===== src/rtl/pipe_alu.sv =====
// Pipelined ALU with a one-deep result register and a ready/valid handshake on both sides.
// Define PIPE_ALU_MUL_EN to build the multi-cycle shift-add multiplier; otherwise op 110 returns zero.
module pipe_alu #(
    parameter int               WIDTH    = 8,
    parameter logic [WIDTH-1:0] ACC_INIT = '0
) (
    input  logic             clk,
    input  logic             rst_n,
    input  logic             in_valid,
    output logic             in_ready,
    input  logic [2:0]       op,
    input  logic [WIDTH-1:0] a,
    input  logic [WIDTH-1:0] b,
    output logic             out_valid,
    input  logic             out_ready,
    output logic [WIDTH-1:0] y,
    output logic             carry,
    output logic             zero,
    output logic             busy
);
    localparam logic [2:0] OP_ADD = 3'd0;
    localparam logic [2:0] OP_SUB = 3'd1;
    localparam logic [2:0] OP_AND = 3'd2;
    localparam logic [2:0] OP_OR  = 3'd3;
    localparam logic [2:0] OP_XOR = 3'd4;
    localparam logic [2:0] OP_ACC = 3'd5;
    localparam logic [2:0] OP_MUL = 3'd6;
    localparam logic [2:0] OP_CLR = 3'd7;

    logic [WIDTH-1:0] acc, acc_nxt, res_y;
    logic             res_c;
    logic             fire, slot_free;

    assign slot_free = !out_valid || out_ready;
    assign fire      = in_valid && in_ready;

    // Single-cycle results; MUL lands in the default arm and yields zero when the multiplier is absent.
    always_comb begin
        res_y   = '0;
        res_c   = 1'b0;
        acc_nxt = acc;
        unique case (op)
            OP_ADD: {res_c, res_y} = {1'b0, a} + {1'b0, b};
            OP_SUB: begin
                res_y = a - b;
                res_c = (a < b);
            end
            OP_AND: res_y = a & b;
            OP_OR:  res_y = a | b;
            OP_XOR: res_y = a ^ b;
            OP_ACC: begin
                {res_c, acc_nxt} = {1'b0, acc} + {1'b0, a};
                res_y = acc_nxt;
            end
            OP_CLR: begin
                acc_nxt = ACC_INIT;
                res_y   = ACC_INIT;
            end
            default: ;
        endcase
    end

`ifdef PIPE_ALU_MUL_EN
    typedef enum logic {S_IDLE, S_MUL} state_t;
    localparam int CW = $clog2(WIDTH);
    localparam logic [CW-1:0] LAST = CW'(WIDTH - 1);

    state_t             state;
    logic [2*WIDTH-1:0] mcand, prod, prod_nxt;
    logic [WIDTH-1:0]   mplier;
    logic [CW-1:0]      cnt;

    assign prod_nxt = prod + (mplier[0] ? mcand : '0);
    assign in_ready = (state == S_IDLE) && slot_free;
    assign busy     = (state == S_MUL);
`else
    assign in_ready = slot_free;
    assign busy     = 1'b0;
`endif

    always_ff @(posedge clk or negedge rst_n) begin
        if (!rst_n) begin
            out_valid <= 1'b0;
            y         <= '0;
            carry     <= 1'b0;
            zero      <= 1'b1;
            acc       <= ACC_INIT;
`ifdef PIPE_ALU_MUL_EN
            state     <= S_IDLE;
            mcand     <= '0;
            mplier    <= '0;
            prod      <= '0;
            cnt       <= '0;
`endif
        end else begin
            if (out_ready)
                out_valid <= 1'b0;
`ifdef PIPE_ALU_MUL_EN
            if (fire && op == OP_MUL) begin
                state  <= S_MUL;
                mcand  <= {{WIDTH{1'b0}}, a};
                mplier <= b;
                prod   <= '0;
                cnt    <= '0;
            end else
`endif
            if (fire) begin
                out_valid <= 1'b1;
                y         <= res_y;
                carry     <= res_c;
                zero      <= (res_y == '0);
                acc       <= acc_nxt;
            end
`ifdef PIPE_ALU_MUL_EN
            // One partial product per cycle; the last step writes the result directly.
            if (state == S_MUL) begin
                prod   <= prod_nxt;
                mcand  <= mcand << 1;
                mplier <= mplier >> 1;
                cnt    <= cnt + 1'b1;
                if (cnt == LAST) begin
                    state     <= S_IDLE;
                    out_valid <= 1'b1;
                    y         <= prod_nxt[WIDTH-1:0];
                    carry     <= |prod_nxt[2*WIDTH-1:WIDTH];
                    zero      <= (prod_nxt[WIDTH-1:0] == '0);
                end
            end
`endif
        end
    end
endmodule


===== config.mk =====
export PLATFORM = sky130hd
export DESIGN_NAME = pipe_alu
export DESIGN_NICKNAME = d
export VERILOG_FILES = /design/src/rtl/pipe_alu.sv
export SDC_FILE = /design/constraint.sdc
export NUM_CORES = 1
export LEC_CHECK = 0
export ABC_AREA = 1
export CAP_MARGIN = 25
export CORE_ASPECT_RATIO = 0.6
export CORE_UTILIZATION = 56
export DETAILED_ROUTE_END_ITERATION = 8
export PLACE_DENSITY = 0.94
export RECOVER_POWER = 50
export REMOVE_ABC_BUFFERS = 1
export SYNTH_ARGS = -nofsm -noshare
export SYNTH_HDL_FRONTEND = slang
export SYNTH_SLANG_ARGS = --single-unit

===== constraint.sdc =====
create_clock -name clk -period 3.3 [get_ports clk]
set_input_delay 0.66 -clock clk [delete_from_list [all_inputs] [get_ports clk]]
set_output_delay 0.66 -clock clk [all_outputs]
set_load 0.02 [all_outputs]

Word-level counts from Yosys, hierarchy flattened
Cells that the tools add are included.

Register bits after elaboration: 19. Input port bits: 23. Output and inout port bits: 13. Word-level logic and storage cells: 31.

$add $sub $neg: 3. Order comparisons: 1. Equality and inequality tests: 6. Multiplexer cells: 5. Bitwise operators: 3. Reduce and logical (&&, ||, !) cells: 8.

Operators with widths (count): one-hot mux 8 bit (6 select lines) (1); adder 8 x 8 -> 9 bit (2); one-hot mux 8 bit (2 select lines) (1); == test 3 bit, second input constant (3); AND 8 bit (1); zero test 8 bit (1); less-than comparator 8 bit (1); bitwise OR 8 bit (1); subtractor 8 bit (1); XOR 8 bit (1); == test 3 x 2 -> 1 bit, second input constant (2); nonzero test 2 bit (2); == test 3 x 1 -> 1 bit, second input constant (1); zero test 3 bit (1); one-hot mux 1 bit (3 select lines) (1); two-way mux 1 bit (2); AND reduction 2 bit (1); logical AND 1 bit (1); zero test 1 bit (1); logical OR 1 bit (1).

Depth between registers and ports, before layout
Gate-level depths: netlist of the first run.

Word-level depth: 4. Gate-level depth with buffers: 16. Gate-level depth less buffers: 15.

Worst setup path before layout of the first run
No wires, ideal clock.

Path type: input to register. Start point: input port a[0]. End point: register zero. Data arrival time: 2.026 ns. Setup slack: 1.213 ns. Cell stages on the path: 13. Cells stage by stage: ha_1 > fa_1 > nor2_1 > nor2_1 > nand2_4 > nand2_2 > nor2_2 > nand3_1 > nor2_1 > nand3_1 > nor2_1 > nand2_1 > nand2_1.

Word-level cells in the longest chain between the ends: 3. Elaborated cells on any way between the ends: 8. Classes of those cells: 3 x add/sub; 1 x mux; 3 x bitwise; 1 x reduce/logical.

Ends and longest elaborated chain: start, declared (RTL line 12) `input logic [WIDTH-1:0] a,`; adder 8 x 8 -> 9 bit, or another cell as far along (RTL line 52) `{res_c, acc_nxt} = {1'b0, acc} + {1'b0, a};`; one-hot mux 8 bit (6 select lines) (*) (RTL line 42) `unique case (op)`; zero test 8 bit (*) (RTL line 111) `zero <= (res_y == '0);`; end signal, assigned (RTL line 111); end, declared (RTL line 18) `output logic zero,`.

Mark *: on every way between the ends. The rest lies on a longest branch, timed or not. A chain may end at the register's enable or synchronous reset.

Worst setup path after layout of the first run
Start point: input port a[3]. End point: register zero.

Same word-level chain as after synthesis.

==> results of run 1 <==
## path summary, 6_finish.rpt
kind,slack [ns],depth (start not counted),startpoint,endpoint
setup / recovery,0.51,13,a[3],zero
hold / removal,0.48,2,zero,zero
setup reg to reg,1.18,13,acc[0],zero
hold reg to reg,0.48,2,zero,zero
max in group asynchronous,1.85,1,rst_n,acc[7]
min in group asynchronous,0.94,1,rst_n,y[1]
## synth_stat cells
master,instances
o22ai_1,2
and2_1,1
o221ai_2,1
o21ai_0,22
inv_2,5
or2_1,1
a21oi_2,3
nor2_4,1
nand3b_1,2
inv_4,1
buf_4,4
nand2_2,6
conb_1,1
a31oi_1,3
a21oi_1,17
o21ai_1,1
dfrtp_1,18
ha_1,35
nand2_1,104
xnor2_1,1
fa_1,3
dfstp_2,1
buf_2,2
inv_1,61
nand4_1,5
nor2_2,4
nand3_1,44
nor2_1,30
or2_2,1
nand3_2,3
o21bai_1,1
clkbuf_1,3
nand2_4,2
## metrics by stage
step	instances	worst slack, ns	area (µm²)
after global placement	475	0.3728	2859
final	479	0.5141	2904
after CTS	479	0.5904	2904
after floorplan	380	1.193	2436
after global routing	479	0.4044	2904
after detailed placement	475	0.3271	2859
## logic make-up after synthesis
family          count (synthesis)  synth area share
buf+inv                        76            0.1227
compound gates                 50            0.1127
fa+ha+maj                      38            0.2002
xor+xnor                        1          0.003522
simple gates                  204            0.3677
flops                          19            0.1917
other cells                     1          0.001508
## cell usage in the layout, fill, tap and decap left out, types with 2 or more instances in the layout
cell,netlist,layout
nand2_2,6,6
dfrtp_1,18,18
nand3b_1,2,2
dlygate4sd3_1,0,7
a21oi_1,17,17
nand3_1,44,44
inv_1,61,61
o21ai_0,22,22
fa_1,3,3
ha_1,35,35
nand3_2,3,3
nand2_4,2,2
nor2_1,30,30
a31oi_1,3,3
clkdlybuf4s50_1,0,27
nand4_1,5,5
clkbuf_8,0,3
nand2_1,104,104
a21oi_2,3,3
nor2_2,4,4
inv_2,5,5
o22ai_1,2,2
## layer usage
layer	share of wire	global-route usage
met5	0	0
met4	0.014	0.08333
met3	0.10	0.06595
met2	0.42	0.4599
met1	0.46	0.4235
## area by class of cell
cell class / count / area share
Clock buffer: 4 / 0.01551
Timing Repair Buffer: 35 / 0.1198
Tap cell: 60 / 0.02585
Inverter: 67 / 0.08746
Sequential cell: 19 / 0.1642
Multi-Input combinational cell: 294 / 0.5872
## registers in the layout, summed over array words and instances, names as in the netlist
name       cells
acc            8
zero           1
y              8
carry          1
out_valid      1
## worst max-delay path, cell delays in order
cell and delay (ns):
clkdlybuf4s50_1 0.55, inv_1 0.06, ha_1 0.46, inv_1 0.13, a21oi_1 0.29, nand3_1 0.11, nand3_1 0.10, nand2_1 0.08
nor2_2 0.19, nand3_1 0.11, nor2_1 0.11, nand2_1 0.07, nand2_1 0.06
## power breakdown
| group | internal [mW] | switching, mW | total, mW |
|---|---|---|---|
| clock | 0.0858 | 0.0731 | 0.159 |
| sequential | 0.282 | 0.0306 | 0.313 |
| combinational | 0.220 | 0.345 | 0.564 |
| total | 0.587 | 0.448 | 1.04 |
==> impl_results.md, run 1 <==
- Post-DP HPWL: between 5000 and 6000 µm
- Final Max Tran Viols: 0
- GPL Wtd Cong: ~1.1
- Syn Inst Count: approximately 390
- Register Area: roughly 480 µm²
- Overflow after GRT: 0
- Status: complete, no violations
- Pwr Density: about 360 nW/µm²
- IO Port Bufs: 34
- Nets: roughly 480
- Vias per std cell: between 5 and 6
- Peak Freq: 358.9 MHz
- Syn. warnings: 0
- Max_cap viols: 0
- Largest area contributor in the netlist: dfrtp_1
- Area Overhead vs Synth: 16.75%
- Initial DRC Count: 389
- Die X: 88.04 µm
- Worst endpoint required time: approximately 3.5 ns
- CTS tree: built
- Unique cell type count in the Yosys netlist: 33
- Multi-input gate area: 1705 µm²
- First-pass GRT wire length: 10540 µm
- Final hold viol count: 0
- Row count: 18
- Initial Util: 0.5938
- Fin crit period: approximately 2.8 ns
- Clock tree sinks: 19
- Mapped Avg Cell Area: approximately 6.4 µm²
- Hold Buf Count CTS: 0
- Top cells by area, synth: dfrtp_1 (18%), ha_1 (18%), nand2_1 (16%)
- Peak VDD IR: about 0.00033 V
- Critical Path Start Type: input pin
- Worst Setup End Kind: register
- Flops & latches, synth: 19
- Clock buffer depth: 2
- Crit-path max FO: 10
- Post-layout util: 0.6933
- Layout Skew: ~0.0044 ns
- Largest net degree at the start of global routing: 25
- Die ar.: about 4700 µm²
- Clk_lat worst skew: between 0.2 and 0.3 ns
- Hold crit path type: register to register
- # setup viols final: 0
- Filler Cell Count: roughly 380
- Initial antenna violation count: 0
- Post-CTS setup buffer count: 0
- Drc violations: 0
- Period utilization: 0.8442
- Post-synth top area share: 0.1811
- CORE AREA: roughly 4200 µm²
- Global Route Usage Sum: 0.2985
- Post-synthesis instance area: approximately 2500 µm²
- Worst Path Arrival: between 2 and 3 ns
- ANT nets after route: 0
- Fraction of layout cells with a size suffix above 1: 0.07637
- Max transition margin: 0.4515
- Vias: around 2600
- Crit Path Class: input pin to register
- Post-synthesis sequential area ratio: 0.1916
- Htree depth: 1
- Overall power: a little over 1 mW
- Pleak: 1.598 nW
- Final hold slack: about 0.48 ns
- Total negative slack: 0 ns
- RSZ-0062 raised after global routing: no
- CTS root buf: clkbuf_8
- Vias in the first global route: between 2000 and 2500
- Initial DRT Pass Iterations: 5
- I/O Pins: 36
- Die height: roughly 54 µm
- Actual slew at the worst max-slew pin: 0.8201 ns
- Ant diodes: 0
- Total clock buffers created by CTS: 3
- Post-DR wirelength/cell: approximately 14 µm
- Routed wire length: roughly 6600 µm
- CTS clk-pin slew, worst paths: approximately 0.060 ns
- Post-CTS sizing: 0
Note: power is estimated with default switching activity, not from simulation.
==> run 2: changes to the inputs <==
- CORE_UTILIZATION: 56 -> 50
- PLACE_DENSITY: 0.94 -> 0.89
- clock period: 3.3 -> 2.5 ns (I/O delays scaled with it)
==> run 2 against run 1 <==
  * Global-route usage is 2.1 points lower
  * Clock skew is 0.0035 ns lower
  * Utilization is 0.43 points higher
  * First-iteration DRC count is 29% lower
==> impl_results.md, run 2 (same netlist as run 1, synthesis figures left out) <==
- Clock buffer depth: 2
- Die ar.: 5270 µm²
- Pleak: around 1.8 nW
- Nets: roughly 530
- CORE AREA: about 4700 µm²
- Biggest regs: acc (8), y (8)
- RSZ-0062 raised after global routing: no
- Initial antenna violation count: 0
- Htree depth: 1
- Period utilization: 0.9312
- Actual slew at the worst max-slew pin: approximately 1.0 ns
- Global Route Usage Sum: 0.2776
- Overall power: between 1 and 1.5 mW
- Initial DRT Pass Iterations: 5
- Fin worst setup slack: ~0.17 ns
- Crit Path Class: input pin to register
- Final hold viol count: 0
- Clock tree sinks: 19
- # setup viols final: 0
- Pwr Density: about 450 nW/µm²
- GPL Wtd Cong: between 0.9 and 1
- Hold crit path type: register to register
- Commonest non-fill, non-tap cell in the layout: nand2_1
- Fraction of layout cells with a size suffix above 1: 0.1810
- Die X: 93.06 µm
- I/O Pins: 36
- Post-DP HPWL: around 5800 µm
- Vias: roughly 2800
- Peak VDD IR: 0.0004001 V
- Hold Buf Count CTS: 0
- Worst Setup End Kind: register
- Reg-to-reg slack, setup: between 0.4 and 0.5 ns
- Row count: 19
- Max_cap viols: 0
- Worst Path Arrival: roughly 2.5 ns
- Initial DRC Count: around 280
- Fin crit period: 2.328 ns
- Worst endpoint required time: approximately 2.7 ns
- Status: complete, no violations
- Critical register-to-register path startpoint: acc[0]
- Critical path origin: b[2]
- First-pass GRT wire length: roughly 11000 µm
- CTS root buf: clkbuf_8
- Area Overhead vs Synth: 31.34%
- Largest net degree at the start of global routing: 25
- Ant diodes: 0
- Crit-path max FO: 7
- Routed wire length: between 6000 and 7000 µm
- Peak Freq: 429.6 MHz
- Worst Reg-to-Reg Cells: 13
- Initial Util: 0.5311
- Worst setup path endpoint: zero
- ANT nets after route: 0
- Clk_lat worst skew: roughly 0.25 ns
- Max transition margin: 0.3116
- Post-DR wirelength/cell: around 13 µm
- Reg2Reg Capture Point: zero
- Vias per std cell: ~5.2
- Layout Skew: 0.0008870 ns
- Setup slack at placement: -0.2399 ns
- Most frequent cells in the layout: nand2_1 (104), inv_1 (61), buf_4 (45)
- Final Max Tran Viols: 0
- Filler Cell Count: 408
- Total clock buffers created by CTS: 3
- Die height: 56.64 µm
- IO Port Bufs: 34
- Critical Path Start Type: input pin
- Overflow after GRT: 0
- CTS tree: built
- Drc violations: 0
- CTS clk-pin slew, worst paths: ~0.07 ns
- Vias in the first global route: about 2600
run 2: metal layers:
metal,GRT usage,up-vias,part of all wire
met4,0.05055,0,0.010
met2,0.4433,113,0.44
met1,0.3956,1250,0.46
met3,0.05014,8,0.090
li1,-,1381,-
met5,0,-,0
run 2: where the power goes:
part / total (mW) / internal, mW / switching, mW
sequential: 0.410 / 0.372 / 0.0384
combinational: 0.835 / 0.364 / 0.470
clock: 0.214 / 0.113 / 0.100
run 2: how the worst min path moves through the flow:
| stage | startpoint | end | cells past startpoint |
|---|---|---|---|
| floorplan | rst_n | acc[0] | 0 |
| global placement | zero | zero | 2 |
| detailed placement | carry | carry | 2 |
| CTS | zero | zero | 2 |
| global route | zero | zero | 2 |
| finish | zero | zero | 2 |
run 2: per-stage QoR:
stage | setup TNS, ns | util | cells | hold WS (ns) | area [µm²]
after floorplan | 0 | - | 380 | 0.2044 | 2436
after global placement | -0.1645 | 0.6802 | 521 | 0.4618 | 3186
after detailed placement | -0.4867 | 0.6802 | 521 | 0.4686 | 3186
after CTS | 0 | 0.6898 | 525 | 0.4795 | 3231
after global routing | 0 | 0.6976 | 527 | 0.5100 | 3267
final | 0 | 0.6976 | 527 | 0.4799 | 3267
run 2: what timing repair did:
action	4_1_cts	5_1_grt
resized for setup	0	10
hold endpoints to repair	0	0
endpoints found under the setup margin	0	1
setup buffers	0	2
run 2: final cells by class:
class,count,area [µm²],share of cell area
clock buffer,4,45.04,0.01379
sequential,19,476.7,0.1459
tap,63,78.83,0.02413
multi-input combinational,294,1725,0.5281
inverter,67,254.0,0.07775
timing repair buffer,80,686.9,0.2103
run 2: critical path: stages:
cell and delay, ns:
clkdlybuf4s50_1 0.47, inv_1 0.06, ha_2 0.40, buf_4 0.15
xnor2_1 0.13, nor2_1 0.08, nor2_1 0.17, nand3_1 0.12
nor2_2 0.12, nand3_1 0.11, nor2_2 0.11, nand2_1 0.06
nand2_1 0.05
